[config.mk]
export PLATFORM = sky130hd
export DESIGN_NAME = frame_buf_arbiter
export DESIGN_NICKNAME = d
export VERILOG_FILES = /design/src/rtl/fb_pkg.sv /design/src/rtl/fb_wfifo.sv /design/src/rtl/frame_buf_arbiter.sv
export SDC_FILE = /design/constraint.sdc
export NUM_CORES = 1
export LEC_CHECK = 0
export CAP_MARGIN = 10
export CORE_UTILIZATION = 38
export CTS_CLUSTER_SIZE = 8
export DETAILED_ROUTE_END_ITERATION = 10
export SYNTH_ARGS = -nofsm -noshare
export SYNTH_HDL_FRONTEND = slang
export SYNTH_SLANG_ARGS = --single-unit
export TNS_END_PERCENT = 30
[constraint.sdc]
create_clock -name board_clk -period 2.55 [get_ports board_clk]
set_clock_uncertainty 0.1 [all_clocks]
set_input_delay 0.51 -clock board_clk [delete_from_list [all_inputs] [get_ports board_clk]]
set_output_delay 0.51 -clock board_clk [all_outputs]
set_load 0.01 [all_outputs]
[src/rtl/fb_pkg.sv]
// rtl/fb_pkg.sv - shared frame-buffer constants and arbiter grant type
package fb_pkg;

  localparam int DEF_IMG_W = 180;
  localparam int DEF_IMG_H = 180;
  localparam int FRAME_PIX = DEF_IMG_W * DEF_IMG_H;

  typedef enum logic [1:0] {
    GNT_IDLE,
    GNT_RD,
    GNT_WR
  } gnt_t;

endpackage

[src/rtl/fb_wfifo.sv]
// rtl/fb_wfifo.sv - small synchronous write FIFO with flush
module fb_wfifo #(
  parameter int DEPTH = 4,
  parameter int W     = 8,
  localparam int AW   = $clog2(DEPTH),
  localparam int CW   = AW + 1
) (
  input  logic          clk,
  input  logic          rst,
  input  logic          flush,
  input  logic          push,
  input  logic [W-1:0]  din,
  input  logic          pop,
  output logic [W-1:0]  dout,
  output logic [CW-1:0] count,
  output logic          full,
  output logic          empty
);

  logic [W-1:0]  mem [DEPTH];
  logic [AW-1:0] rd_ptr;
  logic [AW-1:0] wr_ptr;
  logic          do_push;
  logic          do_pop;

  assign full    = (count == CW'(DEPTH));
  assign empty   = (count == '0);
  assign do_pop  = pop && !empty;
  // A push into a full FIFO still fits when the same cycle frees a slot
  assign do_push = push && (!full || do_pop);
  assign dout    = mem[rd_ptr];

  // Pointer and occupancy bookkeeping; a flush keeps only a coincident push
  always_ff @(posedge clk or posedge rst) begin
    if (rst) begin
      rd_ptr <= '0;
      wr_ptr <= '0;
      count  <= '0;
    end else if (flush) begin
      rd_ptr <= '0;
      wr_ptr <= AW'(push);
      count  <= CW'(push);
    end else begin
      if (do_push) wr_ptr <= wr_ptr + AW'(1);
      if (do_pop)  rd_ptr <= rd_ptr + AW'(1);
      count <= count + CW'(do_push) - CW'(do_pop);
    end
  end

  // Storage array; a push during flush lands in slot 0
  always_ff @(posedge clk) begin
    if (flush) begin
      if (push) mem[0] <= din;
    end else if (do_push) begin
      mem[wr_ptr] <= din;
    end
  end

endmodule

[src/rtl/frame_buf_arbiter.sv]
// rtl/frame_buf_arbiter.sv - read-priority RAM arbiter and frame write sequencer (option: FB_ARB_STATS_EN)
module frame_buf_arbiter import fb_pkg::*; #(
  parameter int IMG_W       = DEF_IMG_W,
  parameter int IMG_H       = DEF_IMG_H,
  parameter int ADDR_W      = 15,
  parameter int DATA_W      = 8,
  parameter int WFIFO_DEPTH = 4
) (
  input  logic              board_clk,
  input  logic              sys_rst,
  input  logic              wr_req,
  input  logic [DATA_W-1:0] wr_data,
  input  logic              sof_clr,
  input  logic              rd_req,
  input  logic [ADDR_W-1:0] rd_addr,
  output logic              rd_valid,
  output logic [DATA_W-1:0] rd_data,
  output logic              ram_en,
  output logic              ram_we,
  output logic [ADDR_W-1:0] ram_addr,
  output logic [DATA_W-1:0] ram_wdata,
  input  logic [DATA_W-1:0] ram_rdata,
  output logic              frame_done,
  output logic              frame_valid,
  output logic              wr_ovf
`ifdef FB_ARB_STATS_EN
  ,
  output logic [15:0]                   drop_cnt,
  output logic [$clog2(WFIFO_DEPTH):0]  max_fill
`endif
);

  localparam int FRAME_LAST = IMG_W * IMG_H - 1;
  localparam int CW         = $clog2(WFIFO_DEPTH) + 1;

  gnt_t              gnt;
  logic [ADDR_W-1:0] wr_addr;
  logic              last_pix;
  logic              fifo_pop;
  logic              fifo_full;
  logic              fifo_empty;
  logic [DATA_W-1:0] fifo_dout;
  logic [CW-1:0]     fifo_count;
  logic              drop;

  fb_wfifo #(
    .DEPTH (WFIFO_DEPTH),
    .W     (DATA_W)
  ) u_wfifo (
    .clk   (board_clk),
    .rst   (sys_rst),
    .flush (sof_clr),
    .push  (wr_req),
    .din   (wr_data),
    .pop   (fifo_pop),
    .dout  (fifo_dout),
    .count (fifo_count),
    .full  (fifo_full),
    .empty (fifo_empty)
  );

  // One decision per cycle: reads win; a frame restart cancels any write slot
  always_comb begin
    gnt = GNT_IDLE;
    if (rd_req) begin
      gnt = GNT_RD;
    end else if (!fifo_empty && !sof_clr) begin
      gnt = GNT_WR;
    end
  end

  assign fifo_pop = (gnt == GNT_WR);
  assign last_pix = (wr_addr == ADDR_W'(FRAME_LAST));
  assign drop     = wr_req && fifo_full && !fifo_pop && !sof_clr;
  assign rd_data  = rd_valid ? ram_rdata : '0;

  // Register the granted access onto the RAM port one cycle after the decision
  always_ff @(posedge board_clk or posedge sys_rst) begin
    if (sys_rst) begin
      ram_en    <= 1'b0;
      ram_we    <= 1'b0;
      ram_addr  <= '0;
      ram_wdata <= '0;
      rd_valid  <= 1'b0;
    end else begin
      ram_en   <= (gnt != GNT_IDLE);
      ram_we   <= (gnt == GNT_WR);
      rd_valid <= ram_en && !ram_we;
      unique case (gnt)
        GNT_RD: ram_addr <= rd_addr;
        GNT_WR: begin
          ram_addr  <= wr_addr;
          ram_wdata <= fifo_dout;
        end
        default: ;
      endcase
    end
  end

  // Frame write pointer: advances per granted write, wraps after the last pixel
  always_ff @(posedge board_clk or posedge sys_rst) begin
    if (sys_rst) begin
      wr_addr <= '0;
    end else if (sof_clr) begin
      wr_addr <= '0;
    end else if (gnt == GNT_WR) begin
      wr_addr <= last_pix ? '0 : wr_addr + ADDR_W'(1);
    end
  end

  // Frame completion pulse aligned with the last write, plus sticky status flags
  always_ff @(posedge board_clk or posedge sys_rst) begin
    if (sys_rst) begin
      frame_done  <= 1'b0;
      frame_valid <= 1'b0;
      wr_ovf      <= 1'b0;
    end else begin
      frame_done <= (gnt == GNT_WR) && last_pix;
      if ((gnt == GNT_WR) && last_pix) frame_valid <= 1'b1;
      if (drop) wr_ovf <= 1'b1;
    end
  end

`ifdef FB_ARB_STATS_EN
  // Saturating drop counter (restarted with the frame) and FIFO high-water mark
  always_ff @(posedge board_clk or posedge sys_rst) begin
    if (sys_rst) begin
      drop_cnt <= '0;
      max_fill <= '0;
    end else begin
      if (sof_clr) begin
        drop_cnt <= '0;
      end else if (drop && (drop_cnt != 16'hFFFF)) begin
        drop_cnt <= drop_cnt + 16'd1;
      end
      if (fifo_count > max_fill) max_fill <= fifo_count;
    end
  end
`else
  logic unused_fill;
  assign unused_fill = ^fifo_count;
`endif

endmodule

==> impl_summary.log <==
[metrics] status: complete, no violations
[metrics] H-tree lvl count: 3
[metrics] number of global-route vias before repair: 2,570
[metrics] type of the worst min-delay path: register to register
[metrics] port bufs: 72
[metrics] RSZ-0062 raised after global routing: no
[metrics] leading cell types in the layout, fill and taps excluded: 72 x sky130_fd_sc_hd__clkdlybuf4s50_1, 51 x sky130_fd_sc_hd__dfrtp_1, 35 x sky130_fd_sc_hd__nand2_1
[metrics] full die area: 10,000 sq um
[metrics] final period utilization: 90.5%
[metrics] Net Count, Synth: 338
[metrics] R2R Setup Slk: 0.24 ns
[metrics] Data arrival, critical path: 2.44 ns
[metrics] end of the worst register-to-register path: u_wfifo.count[2]
[metrics] final-report setup violation count: 0
[metrics] sequence of cells on the critical path: or3_1 -> nand2_1 -> inv_1 -> ha_1 -> inv_1 -> ha_1 -> inv_1 -> fa_1 -> xnor2_1 -> nor2_1
[metrics] min Tclk post-route: 2.31 ns
[metrics] I/O pins: 73
[metrics] Die X: 100 um
[metrics] transition time at the pin with the least slew margin: 0.628 ns
[metrics] reported leakage power: 2.02 nW
[metrics] wire length of the first global-routing pass: 13,000 um
[metrics] Post-Place Cell Area: 4610 sq um
[metrics] number of rows in the core area: 35
[metrics] total of hold buffers inserted after clock tree synthesis: 0
[metrics] clock latency of the later-clocked register in the worst-skew pair: 0.35 ns
[metrics] area of the mapped netlist: 3650 sq um
[metrics] total setup buffers inserted after CTS: 0
[metrics] Resized Gates After CTS: 0
[metrics] initial DRC count: 94
[metrics] buffer type at the clock tree root: sky130_fd_sc_hd__clkbuf_8
[metrics] sort of element at the end of the critical path: register
[metrics] Most common cell on crit path: sky130_fd_sc_hd__inv_1
[metrics] proportion of register bits with asynchronous set or reset after synthesis: 61.4%
[metrics] required time worst endpoint: 2.69 ns
[metrics] Maximum Capacitance Violations: 0
[metrics] type of the worst setup path: register to register
[metrics] Final HPWL DP: 5390 um
[metrics] clock transition at the registers of the reported paths: 0.10 ns
[metrics] proportion of synthesized chip area in sequential cells: 61.2%
[metrics] Hold Path Depth: 1
[metrics] highest achievable clock rate: 433 MHz
[metrics] initial antenna violation count: 0
[metrics] average wire per standard cell: 15.1 um
[metrics] Max-Slew Margin vs Limit: 58.1%
[metrics] number of pins exceeding their max-slew limit in the final report: 0
[metrics] routed vias: 2,588
[metrics] number of nets still failing antenna checks after routing: 0
[metrics] slowest stage cell on the critical path: sky130_fd_sc_hd__or3_1
[metrics] DR vias/cell: 5.02
[metrics] fill cell count: 869
[metrics] First-pass DRT Iterations: 4
[metrics] type of element launching the critical path: register
[metrics] DRC Markers: 0
[metrics] post-synthesis cell count: 298
[metrics] total negative slack: 0 ns
[metrics] fraction of final layout cells sized beyond drive strength 1: 12.7%
[metrics] terminating pin of the worst hold path: rd_valid
[metrics] starting density of the core: 39.4%
[metrics] total of flip-flops plus latches after synthesis: 83
[metrics] TritonCTS clock tree: done
[metrics] Inserted Clock Buffers: 9
[metrics] leading cell type in the layout, fill and taps excluded: sky130_fd_sc_hd__clkdlybuf4s50_1
[metrics] routability cong.: 0.794
[metrics] average size of a mapped cell: 12.3 sq um
[metrics] power per standard cell area: 756 nW/um^2
[metrics] number of hold violations in the final report: 0
[metrics] worst reg2reg path startpoint: u_wfifo.count[0]
[metrics] CTS sink cnt: 83
[metrics] Longest Clk Path Bufs: 2
[metrics] largest driver fanout on the critical path: 5
[metrics] Inserted Diodes: 0
[metrics] cells on worst reg2reg path: 10
[metrics] Post-synth EDFFs: 32
[metrics] remaining global-route overflow: 0
[metrics] biggest cell delay along the critical path: 0.46 ns
[metrics] all-layer global routing usage: 16.8%
[metrics] die height: 100 um
[metrics] warning count from the yosys run: 0
[metrics] Worst Hold Slack: 0.330 ns
[metrics] Max VDD drop: 0.337 mV
[metrics] Area growth, synth to finish: 31.8%
[metrics] library cells used by synthesis: 47
[metrics] final net count: 422
[metrics] Hold Startpoint: ram_we
[metrics] wire length reported by the detailed router: 7800 um
[metrics] maximum number of pins on one net before global-route repair: 52
[metrics] final instance area: 4820 sq um
[metrics] primary flip-flop cell chosen by synthesis mapping: sky130_fd_sc_hd__dfrtp_1
[metrics] core area: 9280 sq um
[metrics] Critical Path Start: u_wfifo.count[0]
-- power by group --
part	total, mW	switching, mW	leakage (nW)	internal [mW]
Combinational	0.966	0.417	0.961	0.549
Clock	0.942	0.552	0.102	0.390
Sequential	1.73	0.163	0.953	1.57
Total	3.64	1.13	2.02	2.51
-- state kept, by name, summed over array words and instances (netlist names) --
signal and flops:
u_wfifo.rd_ptr 2, ram_en 1, ram_we 1, frame_valid 1
u_wfifo.mem 32, ram_addr 15, wr_ovf 1, u_wfifo.wr_ptr 2
u_wfifo.count 3, wr_addr 15, rd_valid 1, ram_wdata 8
frame_done 1
-- worst max-delay path, delay by kind of cell (launching register included) --
kind          cells  cell delay, ns
flops             1            0.41
xor+xnor          1            0.17
buf+inv           3            0.16
fa+ha+maj         3            0.76
simple gates      3            0.62
-- logic make-up after synthesis --
| family | count (synthesis) | synth area share [%] |
|---|---|---|
| adder cells (fa/ha/maj) | 4 | 1.58 |
| AND/OR/NAND/NOR | 105 | 15.1 |
| buffers and inverters | 29 | 3.15 |
| XOR/XNOR | 7 | 1.68 |
| multiplexers | 9 | 5.24 |
| flip-flops | 83 | 61.2 |
| AO/OA/AOI/OAI | 61 | 12.1 |
-- layer usage --
| layer | track usage (%) | part of all wire [%] | routed length [um] |
|---|---|---|---|
| met1 | 22.2 | 45 | 3530 |
| met2 | 27.5 | 47 | 3700 |
| met3 | 3.69 | 5.9 | 463 |
| met4 | 5.91 | 1.4 | 109 |
| met5 | 0 | 0 | 0 |
-- cell type report --
type	count	area [sq um]	area share, %
well taps	129	161	3.35
multi-input cells	186	1300	27.0
inverters	12	45.0	0.935
flip-flops and latches	83	2240	46.5
clock buffers	9	124	2.57
clock inverters	7	78.8	1.64
repair buffers	90	868	18.0
-- worst max path at each step --
stage          slack [ns]               end
2_1_floorplan       0.008  u_wfifo.count[2]
3_3_place_gp         0.06  u_wfifo.count[2]
3_5_place_dp         0.04  u_wfifo.count[2]
4_1_cts              0.23  u_wfifo.count[2]
5_1_grt              0.09  u_wfifo.count[2]
6_report             0.24  u_wfifo.count[2]
-- synthesized netlist by cell type (all sizes together), types with 2 or more instances --
| master | n | share of area (%) |
|---|---|---|
| dfrtp | 51 | 35 |
| nand2b | 3 | 0.51 |
| buf | 5 | 0.68 |
| nand4 | 6 | 1.0 |
| or4 | 3 | 0.62 |
| nand3b | 3 | 0.62 |
| a21o | 15 | 3.1 |
| o21ai | 6 | 0.82 |
| ha | 3 | 1.0 |
| and4 | 4 | 0.96 |
| nor3 | 4 | 0.55 |
| nor2b | 2 | 0.34 |
| or3 | 3 | 0.51 |
| mux4 | 8 | 4.9 |
| a31oi | 8 | 1.4 |
| inv | 12 | 1.2 |
| and3 | 2 | 0.34 |
| clkbuf | 12 | 1.2 |
| o211ai | 2 | 0.41 |
| xor2 | 5 | 1.2 |
| a21oi | 6 | 0.82 |
| a32o | 2 | 0.55 |
| o21a | 2 | 0.41 |
| or2 | 3 | 0.51 |
| a22o | 12 | 2.9 |
| nand3 | 8 | 1.1 |
| nor2 | 14 | 1.4 |
| nand2 | 35 | 3.6 |
| o21bai | 2 | 0.41 |
| o22ai | 2 | 0.34 |
| xnor2 | 2 | 0.48 |
| and2 | 9 | 1.5 |
| edfxtp | 32 | 26 |
-- per-stage QoR --
stage | setup WS [ns] | total power [mW] | utilization [%] | cells
5_1_grt | 0.0948 | 3.85 | 51.9 | 516
4_1_cts | 0.233 | 3.69 | 51.9 | 516
2_1_floorplan | 0.00759 | 2.25 | - | 298
6_report | 0.242 | 3.64 | 51.9 | 516
3_5_place_dp | 0.0416 | 2.74 | 49.7 | 500
3_3_place_gp | 0.0570 | 2.73 | 49.7 | 500
Note: power is estimated with default switching activity, not from simulation.
